--- src/rtl/ps2_pkg.sv ---
`default_nettype none
// ============================================================================
// Module      : ps2_pkg
// Description : Shared FSM state type and scan-code prefix constants for the
//               PS/2 receiver.
// Revision    : 1.0
// ============================================================================
package ps2_pkg;

  typedef enum logic [1:0] {
    IDLE   = 2'd0,
    DATA   = 2'd1,
    PARITY = 2'd2,
    STOP   = 2'd3
  } ps2_state_t;

  localparam logic [7:0] PS2_EXT_PREFIX   = 8'hE0;
  localparam logic [7:0] PS2_BREAK_PREFIX = 8'hF0;

  // Odd parity: the eight data bits plus the parity bit hold an odd count of ones.
  function automatic logic odd_parity_ok(input logic [7:0] data, input logic par);
    return ^{data, par};
  endfunction

endpackage
`default_nettype wire

--- src/rtl/ps2_line_sync.sv ---
`default_nettype none
// ============================================================================
// Module      : ps2_line_sync
// Description : Synchronises ps2_clk/ps2_dat and flags falling ps2_clk edges,
//               with the data sample aligned to the edge strobe.
// Revision    : 1.0
// ============================================================================
module ps2_line_sync #(
  parameter int SYNC_STAGES = 2
) (
  input  logic clk,
  input  logic reset,
  input  logic ps2_clk,
  input  logic ps2_dat,
  output logic clk_fall,
  output logic dat_s
);

  logic [SYNC_STAGES-1:0] clk_sync;
  logic [SYNC_STAGES-1:0] dat_sync;
  logic                   clk_prev;

  // Clearing to 0 means a line already high after reset reads as a rise, never a fall.
  always_ff @(posedge clk) begin
    if (reset) begin
      clk_sync <= '0;
      dat_sync <= '0;
      clk_prev <= 1'b0;
      clk_fall <= 1'b0;
      dat_s    <= 1'b0;
    end else begin
      clk_sync <= {clk_sync[SYNC_STAGES-2:0], ps2_clk};
      dat_sync <= {dat_sync[SYNC_STAGES-2:0], ps2_dat};
      clk_prev <= clk_sync[SYNC_STAGES-1];
      clk_fall <= clk_prev & ~clk_sync[SYNC_STAGES-1];
      dat_s    <= dat_sync[SYNC_STAGES-1];
    end
  end

endmodule
`default_nettype wire

--- src/rtl/ps2_scan_receiver.sv ---
`default_nettype none
// ============================================================================
// Module      : ps2_scan_receiver
// Description : PS/2 device-to-host frame receiver with E0/F0 prefix decoder.
//               Optional macro PS2_PARITY_CHECK_EN enables parity rejection.
// Revision    : 1.0
// ============================================================================
module ps2_scan_receiver
  import ps2_pkg::*;
#(
  parameter int TIMEOUT_CYCLES = 50000,
  parameter int SYNC_STAGES    = 2
) (
  input  logic       CLOCK_50,
  input  logic       reset,
  input  logic       ps2_clk,
  input  logic       ps2_dat,
  output logic [7:0] byte_data,
  output logic       byte_valid,
  output logic [7:0] code,
  output logic       code_valid,
  output logic       is_break,
  output logic       is_extended,
  output logic       frame_err
);

  localparam int            TW           = $clog2(TIMEOUT_CYCLES + 1);
  localparam logic [TW-1:0] TIMEOUT_LAST = TW'(TIMEOUT_CYCLES - 1);

  logic          clk_fall;
  logic          dat_s;
  ps2_state_t    state;
  ps2_state_t    state_next;
  logic [2:0]    bit_cnt;
  logic [7:0]    shreg;
  logic [TW-1:0] timer;
  logic          timeout_hit;
  logic          parity_ok;
  logic          frame_ok;
  logic          frame_bad;
  logic          ext_pend;
  logic          brk_pend;

  ps2_line_sync #(
    .SYNC_STAGES (SYNC_STAGES)
  ) u_line_sync (
    .clk      (CLOCK_50),
    .reset    (reset),
    .ps2_clk  (ps2_clk),
    .ps2_dat  (ps2_dat),
    .clk_fall (clk_fall),
    .dat_s    (dat_s)
  );

  assign timeout_hit = (state != IDLE) && (timer == TIMEOUT_LAST);

`ifdef PS2_PARITY_CHECK_EN
  logic parity_bit;

  always_ff @(posedge CLOCK_50) begin
    if (reset) begin
      parity_bit <= 1'b0;
    end else if (clk_fall && state == PARITY) begin
      parity_bit <= dat_s;
    end
  end

  assign parity_ok = odd_parity_ok(shreg, parity_bit);
`else
  assign parity_ok = 1'b1;
`endif

  always_ff @(posedge CLOCK_50) begin
    if (reset) begin
      state <= IDLE;
    end else begin
      state <= state_next;
    end
  end

  // An edge in the expiry cycle takes priority over the timeout.
  always_comb begin
    state_next = state;
    if (clk_fall) begin
      case (state)
        IDLE:    state_next = dat_s ? IDLE : DATA;
        DATA:    state_next = (bit_cnt == 3'd7) ? PARITY : DATA;
        PARITY:  state_next = STOP;
        STOP:    state_next = IDLE;
        default: state_next = IDLE;
      endcase
    end else if (timeout_hit) begin
      state_next = IDLE;
    end
  end

  always_comb begin
    frame_ok  = 1'b0;
    frame_bad = 1'b0;
    if (clk_fall) begin
      if (state == IDLE && dat_s) begin
        frame_bad = 1'b1;
      end else if (state == STOP) begin
        frame_ok  = dat_s & parity_ok;
        frame_bad = ~(dat_s & parity_ok);
      end
    end else if (timeout_hit) begin
      frame_bad = 1'b1;
    end
  end

  always_ff @(posedge CLOCK_50) begin
    if (reset) begin
      bit_cnt    <= 3'd0;
      shreg      <= 8'h00;
      timer      <= '0;
      byte_data  <= 8'h00;
      byte_valid <= 1'b0;
      frame_err  <= 1'b0;
    end else begin
      byte_valid <= frame_ok;
      frame_err  <= frame_bad;
      if (frame_ok) begin
        byte_data <= shreg;
      end

      if (clk_fall || state == IDLE) begin
        timer <= '0;
      end else begin
        timer <= timer + TW'(1);
      end

      if (clk_fall) begin
        if (state == IDLE) begin
          bit_cnt <= 3'd0;
          shreg   <= 8'h00;
        end else if (state == DATA) begin
          shreg   <= {dat_s, shreg[7:1]};
          bit_cnt <= bit_cnt + 3'd1;
        end
      end else if (timeout_hit) begin
        bit_cnt <= 3'd0;
        shreg   <= 8'h00;
      end
    end
  end

  // Prefix bytes only arm flags; the next ordinary byte carries them out.
  always_ff @(posedge CLOCK_50) begin
    if (reset) begin
      ext_pend    <= 1'b0;
      brk_pend    <= 1'b0;
      code        <= 8'h00;
      code_valid  <= 1'b0;
      is_break    <= 1'b0;
      is_extended <= 1'b0;
    end else begin
      code_valid <= 1'b0;
      if (byte_valid) begin
        if (byte_data == PS2_EXT_PREFIX) begin
          ext_pend <= 1'b1;
        end else if (byte_data == PS2_BREAK_PREFIX) begin
          brk_pend <= 1'b1;
        end else begin
          code        <= byte_data;
          is_break    <= brk_pend;
          is_extended <= ext_pend;
          code_valid  <= 1'b1;
          ext_pend    <= 1'b0;
          brk_pend    <= 1'b0;
        end
      end
    end
  end

endmodule
`default_nettype wire

--- config.mk ---
export PLATFORM = sky130hd
export DESIGN_NAME = ps2_scan_receiver
export DESIGN_NICKNAME = d
export VERILOG_FILES = /design/src/rtl/ps2_pkg.sv /design/src/rtl/ps2_line_sync.sv /design/src/rtl/ps2_scan_receiver.sv
export SDC_FILE = /design/constraint.sdc
export NUM_CORES = 1
export LEC_CHECK = 0
export ABC_AREA = 1
export CAP_MARGIN = 15
export CORE_MARGIN = 3
export CORE_UTILIZATION = 45
export CTS_CLUSTER_DIAMETER = 30
export DETAILED_ROUTE_END_ITERATION = 6
export DONT_BUFFER_PORTS = 1
export PLACE_DENSITY = 0.6
export SETUP_SLACK_MARGIN = 0.05
export SYNTH_ARGS = -nofsm -noshare
export SYNTH_HDL_FRONTEND = slang
export SYNTH_SLANG_ARGS = --single-unit
--- constraint.sdc ---
create_clock -name CLOCK_50 -period 1.67 [get_ports CLOCK_50]
set_clock_uncertainty 0.05 [all_clocks]
set_input_delay 0.0835 -clock CLOCK_50 [delete_from_list [all_inputs] [get_ports CLOCK_50]]
set_output_delay 0.0835 -clock CLOCK_50 [all_outputs]
set_load 0.01 [all_outputs]
=== Yosys cells after proc, flatten, opt, wreduce, memory -nomap -nowiden ===
Index checks and enable logic that the tools add are counted.

* Register bits after elaboration: 59
* Bits of input ports: 4
* Output and inout port bits: 21
* Logic and storage cells: 71

* Add/subtract/negate cells: 2
* Equal/unequal tests: 9
* Multiplexer cells: 24
* Bitwise operators: 6
* Reductions and logical operators: 12

{| class="wikitable"
|+ Operators by type and width
! cell !! count
|-
| $mux 8 || 4
|-
| $add 16x1->16 const B || 1
|-
| $eq 16x16->1 const B || 1
|-
| $eq 8x8->1 const B || 2
|-
| $mux 1 || 12
|-
| $mux 3 || 4
|-
| $pmux 2 s4 || 1
|-
| $mux 2 || 3
|-
| $reduce_and 2->1 || 3
|-
| $not 1->1 || 5
|-
| $eq 2x2->1 const B || 2
|-
| $reduce_bool 2->1 || 2
|-
| $add 3x1->3 const B || 1
|-
| $eq 3x3->1 const B || 1
|-
| $ne 3x3->1 const B || 1
|-
| $reduce_and 3->1 || 1
|-
| $reduce_or 3->1 || 1
|-
| $eq 2x1->1 const B || 1
|-
| $logic_and 1x1->1 || 2
|-
| $logic_not 2->1 || 1
|-
| $ne 2x2->1 const B || 1
|-
| $reduce_or 2->1 || 1
|-
| $and 1x1->1 || 1
|-
| $logic_or 1x1->1 || 1
|}

=== Logic depth before layout (Yosys ltp) ===
Gate-level depths: netlist (run 1).

* Depth in word-level cells: 4
* Gate-level depth with buffers: 10
* Depth with buffers taken out: 10

=== By module ===
Synthesis (run 1) repeated with hierarchy kept, for this count alone.

* Cells, all modules: 296
* Area total of the unflattened synthesis: 2356.0 um^2

{| class="wikitable"
|+ By module, submodules not included
! module !! instances !! cells each !! area an instance (um^2) !! sequential area each (um^2)
|-
| ps2_scan_receiver || 1 || 275 || 2163.3 || 1041.0
|-
| ps2_line_sync || 1 || 21 || 192.7 || 140.1
|}

=== Worst setup path before layout (run 1) ===
OpenSTA, ideal clock, no wires.

* Path type: register to register
* Start: register timer[0]
* End: register bit_cnt[1]
* Setup time: 0.132 ns
* Arrival time: 1.177 ns
* Data required time: 1.488 ns
* Path slack: 0.311 ns
* Stages on the path, launching flop included: 10
* Buffers on the path: 1
* Clock period less this slack: 1.359 ns
* Cells stage by stage: dfxtp_1 -> ha_1 -> nand2_2 -> nor2_4 -> inv_1 -> nor2_2 -> nand3_2 -> buf_6 -> nand3_1 -> a21oi_1

* Word-level cells in the longest chain between the ends: 4

{| class="wikitable"
|+ RTL lines
! item !! line !! source
|-
| from (decl) || ps2_scan_receiver.sv:36 || <nowiki>logic [TW-1:0] timer;</nowiki>
|-
| from (signal assigned) || ps2_scan_receiver.sv:130 || <nowiki>timer <= timer + TW'(1);</nowiki>
|-
| $eq 16x16->1 || ps2_scan_receiver.sv:55 || <nowiki>assign timeout_hit = (state != IDLE) && (timer == TIMEOUT_LAST);</nowiki>
|-
| $logic_and 1x1->1 || ps2_scan_receiver.sv:55 ||
|-
| $reduce_bool 2->1 (no source line) || n/a ||
|-
| $reduce_and 2->1 (no source line) || n/a ||
|-
| to (signal assigned) || ps2_scan_receiver.sv:139 || <nowiki>bit_cnt <= bit_cnt + 3'd1;</nowiki>
|-
| to (decl) || ps2_scan_receiver.sv:34 || <nowiki>logic [2:0] bit_cnt;</nowiki>
|}

No other way between the ends.
A chain may end at the register's enable or synchronous reset.

=== Worst setup path after layout (run 1) ===
* Start: register u_line_sync.clk_fall
* End: register byte_valid

* Word-level cells in the longest chain between the ends: 1

{| class="wikitable"
|+ RTL lines
! item !! line !! source
|-
| from (decl) || ps2_line_sync.sv:15 || <nowiki>output logic clk_fall,</nowiki>
|-
| from (signal assigned) || ps2_line_sync.sv:35 || <nowiki>clk_fall <= clk_prev & ~clk_sync[SYNC_STAGES-1];</nowiki>
|-
| $mux 1 || ps2_scan_receiver.sv:100 || <nowiki>if (clk_fall) begin</nowiki>
|-
| to (signal assigned) || ps2_scan_receiver.sv:121 || <nowiki>byte_valid <= frame_ok;</nowiki>
|-
| to (decl) || ps2_scan_receiver.sv:19 || <nowiki>output logic byte_valid,</nowiki>
|}

No other way between the ends.

==> results.md, run 1 <==
- The flow ran to the end, and the final reports show no timing, DRC or antenna violations.
- The element type at the critical path end is a flop.
- In this run the post-CTS setup repair buffer count came out at 0.
- Across every metal layer, demand over resource in global routing totals 0.165.
- The post-DP HPWL is approximately 3 mm.
- The endpoint arrival time on the critical path is about 1.7 ns.
- For this configuration, the core starts out at a cell density of 0.482.
- The clock tree synthesis step divided the H-tree into 3 levels.
- The slack of the critical path is 0.163 ns.
- TritonCTS built the clock tree.
- The mean post-synth cell area is 7.95 sq um.
- The routability congestion estimate from global placement is about 0.72.
- Setup repair after global routing left no endpoint under its margin.
- The reg-to-reg startpoint is u_line_sync.clk_fall.
- CTS saw 59 sinks.
- Max-cap violations in this run came to 0.
- The worst hold path endpoint is u_line_sync.clk_fall.
- The first detailed-routing pass ran for 4 iterations.
- The root buffer cell is clkbuf_8.
- The worst setup path is of the flop to flop kind.
- The worst register-to-register path has a depth of 4.
- The floorplan step set the die height to a little under 80 um.
- The netlist area before placement is 2350 sq um.
- The die extent in x is roughly 78 um.
- The worst-case IR drop observed on VDD is approximately 580 uV.
- The gate count after technology mapping is roughly 300.
- The number of antenna violations at the first check in global routing is 0.
- The count of routing violations after the opening detailed-route iteration is about 120.
- The via count of the first global-routing pass is approximately 1,800.
- The worst-skew pair later-pin latency is ~0.34 ns.
- The hold violation count in the final report is 0.
- The time the worst path needs with I/O delays and setup is approximately 1.5 ns.
- The total number of yosys warnings is 0.
- Across all register-to-register paths, the minimum setup slack is ~0.16 ns.
- For this run, the register share of the synthesized area comes to 0.502.
- In the layout the commonest cells are dfxtp_1 (58), nand2_1 (55), nand3_1 (31), nor2_1 (31), a21oi_1 (29).
- In this run, distinct cell masters in the synthesized netlist total 27.
- The filler cells instantiated in the layout total 459.
- The maximum operating frequency is between 0.6 and 0.7 GHz.
- STA classifies the critical path startpoint as a flop.
- Of the cells placed in the final design, the portion with a size suffix greater than 1 is 0.165.
- The number of diodes is 0.
- The endpoint identified for the worst register-to-register timing path is byte_valid.
- Entering global routing, the biggest net connects 22 pins.
- Of the available clock period, the critical path in the final layout requires 0.902.
- From synthesis to final layout, the design area changed by 17.7%.
- The startpoint of the tightest hold check path is reset.
- Wires add up to around 4.4 mm.
- The most common cell after layout, fill and taps aside is dfxtp_1.
- The number of buffer cells added on primary ports is 0.
- The area of the core is 4880 sq um.
- The leakage power is 1.08 nW.
- Along the worst hold path, the cell count comes to 3.
- For this run the aggregate overflow at the end of global routing stands at 0.
- The final routed wire length divided by cell count is approximately 12 um.
- Setup violations remaining at the end of the flow were counted as 0.
- The floorplan has 25 rows.
- The pre-CTS setup slack is between 0.1 and 0.15 ns.
- The first global-routing pass estimated approximately 7.9 mm of wire.
- The data required time of the worst path is between 1.5 and 2 ns.
- The mean number of vias per cell is just under 5.
- The post-CTS clock slew at the launch and capture registers of the worst setup and hold paths is 0.08 ns.
- Once detail routing completed, the nets flagged for antenna violations numbered 0.
- In this run the power density over the cells is 1100 nW/um^2.
- The number of clock buffers added by TritonCTS is 9.
- The flop and latch count out of synthesis is slightly below 60.
- The full die area is 6130 sq um.
- The DRC violations left is 0.
- The biggest fanout along the worst timing path is 14.
- Counting every net in the synthesized netlist gives 303.
- The final layout contains about 320 nets.
- Summing over every cut layer, the via total after detailed routing is about 1,900.
- The worst pin sits at a relative slew slack of 0.427.
- The worst hold path belongs to the class input port to flop.
- Summed over all failing endpoints, the final setup total negative slack is 0 ns.
- The worst-case clock buffer depth is 2.
- Pin placement for this block handled 25 I/O pins.
- The total count of max-transition violations in the final report was 0.
- The pin slew with the least headroom to its limit is 0.860 ns.
-- where the power goes --
part	total (mW)	internal, mW	switching [mW]
Sequential	1.42	1.41	0.00383
Combinational	0.0407	0.0126	0.0281
Clock	1.60	1.00	0.602
-- layout make-up --
class,count,area [sq um],share of cell area
clock buffer,9,124,0.0447
clock inverter,7,124,0.0447
inverter,30,113,0.0407
multi-input combinational,198,1040,0.376
sequential,59,1180,0.427
tap,67,83.8,0.0303
timing repair buffer,12,103,0.0370
-- synthesized netlist by cell type --
cell	n	area, sq um
nor2_2	4	25.0
o21ai_0	17	85.1
nor3_2	1	10.0
buf_4	1	7.51
ha_1	3	37.5
clkbuf_1	4	15.0
nor2_4	4	45.0
dfxtp_1	59	1180
a21oi_2	1	8.76
xor2_1	2	17.5
nand3_1	31	155
nor2_1	32	120
inv_2	5	18.8
nand4_1	2	12.5
o21ai_1	1	5.00
nand2_2	4	25.0
buf_2	4	20.0
nor3_4	1	16.3
nand2_4	1	11.3
nand3b_1	4	30.0
nand2_1	55	206
nand3b_4	1	20.0
nor3_1	2	10.0
a21oi_1	29	145
buf_6	1	11.3
inv_1	25	93.8
nand3_2	2	20.0
-- logic make-up (layout without fill, tap and decap cells) --
group | Yosys count | in the layout | synth area share
xor gates and xnor gates | 2 | 2 | 0.00744
AOI/OAI and AO/OA | 48 | 48 | 0.104
DFF | 59 | 59 | 0.502
buffers and inverters | 40 | 58 | 0.0707
adders and majority gates | 3 | 3 | 0.0160
and+or+nand+nor | 144 | 145 | 0.300
-- worst max-delay path, cell delays in order (launching register included) --
cell and delay (ns):
dfxtp_1 0.49, nand3_1 0.11, buf_4 0.19, nor2_1 0.08, dlygate4sd3_1 0.54
-- registers in the layout, summed over array words and instances (netlist names), 2 cells and up --
signal	flops
bit_cnt	3
byte_data	8
code	8
shreg	8
state	2
timer	16
u_line_sync.clk_sync	2
u_line_sync.dat_sync	2
-- stage by stage --
| step | total power, mW | instance area (sq um) | instances | utilization | hold WS (ns) |
|---|---|---|---|---|---|
| finish | 3.06 | 2770 | 382 | 0.568 | 0.153 |
| global route | 3.17 | 2770 | 382 | 0.568 | 0.230 |
| CTS | 3.10 | 2730 | 381 | 0.560 | 0.148 |
| detailed placement | 1.48 | 2440 | 361 | 0.501 | 0.109 |
| global placement | 1.48 | 2440 | 361 | 0.501 | 0.108 |
| floorplan | 1.48 | 2350 | 296 | - | 0.140 |
-- what timing repair did --
item                                    4_1_cts  5_1_grt
endpoints found under the setup margin        0       26
hold buffers                                  4        0
resized for setup                             0        7
hold endpoints to repair                     35        0
-- how the worst max path moves through the flow --
stage | to | startpoint | slack, ns | cells after the start
after floorplan | bit_cnt[1] | timer[0] | 0.31 | 9
after global placement | bit_cnt[1] | timer[0] | 0.19 | 8
after detailed placement | shreg[2] | timer[0] | 0.12 | 8
after CTS | shreg[2] | timer[0] | 0.06 | 8
after global routing | byte_valid | state[0] | 0.07 | 6
final | byte_valid | u_line_sync.clk_fall | 0.16 | 4
-- layer usage --
metal  part of all wire  GRT usage  wire, um
met1               0.51      0.217      2270
met2               0.40      0.235      1780
met3              0.056     0.0447       246
met4              0.028      0.110       125
met5                  0          0         0
(Power assumes the default switching activity.)
==> inputs of run 2 (changes only) <==
- SETUP_SLACK_MARGIN: 0.05 -> 0.3
==> run 2 against run 1 <==
Net effect:
- count of clock-buffer cells in the layout did not move
- critical path depth rose by 6
- clock power barely moved
- sequential cell count did not move
- critical endpoint is now timer[14]
- sequential share of layout area fell by 2.9 points
- global-route usage rose by 0.41 points
- the flow now finishes with violations (negative hold slack)
- critical path type unchanged
- design area rose by 8.4%
- final cell count rose by 3.4%
==> results.md, run 2 (synthesis gave the netlist of run 1 again) <==
- The flow ran to the end, but the final reports show violations.
- The checks that failed: negative hold slack.
- The register with the most flip-flops in the layout has 16 of them.
- The element type at the critical path end is a flop.
- Of the total power, registers draw 0.462.
- The tightest hold path in the finished design has a slack of -0.251 ns.
- The combinational share of power is 0.012.
- The number of antenna violations at the first check in global routing is 0.
- The hold violation count in the final report is 28.
- The largest register by flop count is timer.
- Across the VDD grid, the largest voltage drop is approximately 540 uV.
- The setup TNS after final layout is 0 ns.
- The starting density of the core is 0.482.
- The final global-route overflow total is 0.
- For this block, the initial DRC count from the detailed router was just over 90.
- The count of cells along the worst hold path is 1.
- The number of rows in the core area is 25.
- Derived from the worst setup path, the maximum achievable clock frequency is between 0.7 and 0.8 GHz.
- The count of cells in the finished layout, fillers not included, comes to 395.
- The routed layout has 1,929 vias.
- The root buffer cell chosen for the clock tree is clkbuf_8.
- The number of placed I/O pins is 25.
- The relative slew slack is 0.596.
- The total count of max-transition violations in the final report is 0.
- The number of buffer cells added on primary ports is 0.
- In the final design database the tool counted 330 nets.
- The post-route clock period utilization is 0.813.
- For this design the ratio of total power to cell area is 1020 nW/um^2.
- The clock net sink count is 59.
- Detailed placement ended at an HPWL of slightly below 3 mm.
- The area of the core is ~4900 sq um.
- After global routing, the most crowded layer is met2.
- After detailed routing, the number of remaining DRC violations is 0.
- Dividing the detail-routed via count by the number of cells gives 4.88.
- The analysis attributes to net switching a power of 636 uW.
- The die is just under 80 um wide.
- In this run, CTS created clock tree buffers numbering 9.
- Of the total power, the clock network draws 0.526.
- In this run the static leakage power is about 1.2 nW.
- The worst min-delay path category is input port to flop.
- Setup violations remaining at the end of the flow were counted as 0.
- Once layout is complete, the utilization of the core stands at 0.615.
- The count of hold-fix buffers inserted at cts is 6.
- The post-place instance area is between 2000 and 2500 sq um.
- The post-route cell area is around 3000 sq um.
- The pin slew with the least headroom to its limit is 0.605 ns.
- In the final layout, the share of cells above drive strength 1 is 0.271.
- TritonCTS built the clock tree.
- In this run the number of H-tree levels came out at 3.
- The via count of the first global-routing pass is 1,869.
- The congestion estimate from routability-driven global placement came to 0.715.
- Measured in cells, the most critical reg-to-reg path has a length of 10.
- The post-CTS clock slew at the launch and capture registers of the worst setup and hold paths is 0.07 ns.
- Dividing the detail-routed wire length by the instance count gives between 10 and 15 um.
- In the layout the commonest cells are nand2_1 (52), dfxtp_1 (52), nor2_1 (31), a21oi_1 (26), inv_1 (23).
- In this run the deepest clock path goes through 2 buffers.
- The max-capacitance violation count is 0.
- The wire length of the first global-routing pass is ~8.2 mm.
- The clock reaches the later pin of the worst-skew pair after roughly 0.33 ns.
- The full die area is 6130 sq um.
- The number of cells in the design after placement is around 360.
- Entering global routing, the biggest net connects 24 pins.
- Once detail routing completed, the nets flagged for antenna violations numbered 0.
- The repair_antennas step left the layout with diodes totalling 0.
- For this run, global-route usage on met3 was measured as 0.0447.
- The biggest fanout along the worst timing path is 5.
- The die is just under 80 um tall.
- The net switching fraction of the power is 0.208.
- The synthesis-to-layout area growth is 27.5%.
- The first-pass detailed-route iteration total is 4.
- The internal portion of the total power is about 2.4 mW.
- The total power consumption of the routed design is just over 3 mW.
- The worst setup path is launched from a flop.
- The worst setup path category is flop to flop.
- The met2 layer usage reported by global route is 0.246.
- The data required time of the worst path is approximately 1.9 ns.
- Subtracting the final worst setup slack from the clock period gives 1.36 ns.
- The endpoint arrival time on the critical path is roughly 1.5 ns.
- The met1 usage in global routing is 0.221.
- Setup repair after global routing could not meet its margin everywhere.
- In the global route stage, overall resource usage came out at 0.169.
- The final wirelength is around 4.9 mm.
## run 2: changes by cell type in the layout (fill, tap and decap cells not counted), moves of 3 or more
| cell | delta |
|---|---|
| nand3_1 | -11 |
| nand3_2 | +11 |
| buf_4 | +9 |
| dfxtp_1 | -6 |
| dfxtp_2 | +4 |
| a21oi_1 | -3 |
| a21oi_2 | +3 |
| dlygate4sd3_1 | +3 |
| nand2_1 | -3 |
| nor2_2 | -3 |
| nor2_4 | +3 |
## run 2: critical path, cell delays in order (launching register included)
cell,delay [ns]
dfxtp_2,0.35
ha_4,0.15
nand2_4,0.06
inv_4,0.07
nand3b_4,0.09
nor2_4,0.18
nand2_4,0.08
nor2_4,0.08
nand2_1,0.05
nand2_1,0.05
nor2_1,0.03
## run 2: worst paths after layout
check / from / end / slack [ns]
worst max-delay path: timer[1] / timer[14] / 0.31
worst min-delay path: reset / shreg[0] / -0.25
worst max register to register: timer[1] / timer[14] / 0.31
worst min register to register: u_line_sync.clk_sync[1] / u_line_sync.clk_fall / 0.36
## run 2: layer usage
metal	up-vias	routed length, um
li1	1013	-
met1	866	2410
met2	40	2070
met3	10	251
met4	0	126
met5	-	0
## run 2: layout make-up
| type | instances | area [sq um] |
|---|---|---|
| Inverter | 30 | 115 |
| Tap cell | 67 | 83.8 |
| Clock buffer | 9 | 124 |
| Clock inverter | 7 | 124 |
| Fill cell | 431 | 1880 |
| Sequential cell | 59 | 1190 |
| Timing Repair Buffer | 25 | 210 |
| Multi-Input combinational cell | 198 | 1150 |
## run 2: power by group through the flow
stage               clock network, mW  registers [mW]  logic (mW)
floorplan                           0            1.45      0.0278
finish                           1.61            1.41      0.0377
detailed placement                  0            1.45      0.0264
global placement                    0            1.45      0.0264
global route                     1.71            1.41      0.0438
CTS                              1.64            1.42      0.0350
## run 2: through the flow
stage                     hold slack, ns  setup slack, ns
after floorplan                    0.140            0.311
after global placement             0.108            0.188
after detailed placement           0.109            0.117
after CTS                         -0.255            0.285
after global routing              -0.262            0.205
final                             -0.251            0.313
## run 2: repair_timing
item | CTS | global route
gates resized for setup | 12 | 32
endpoints found under the hold margin | 42 | 26
pin swaps | 4 | 18
gates cloned | 0 | 2
endpoints found under the setup margin | 28 | 41
setup buffers | 3 | 7
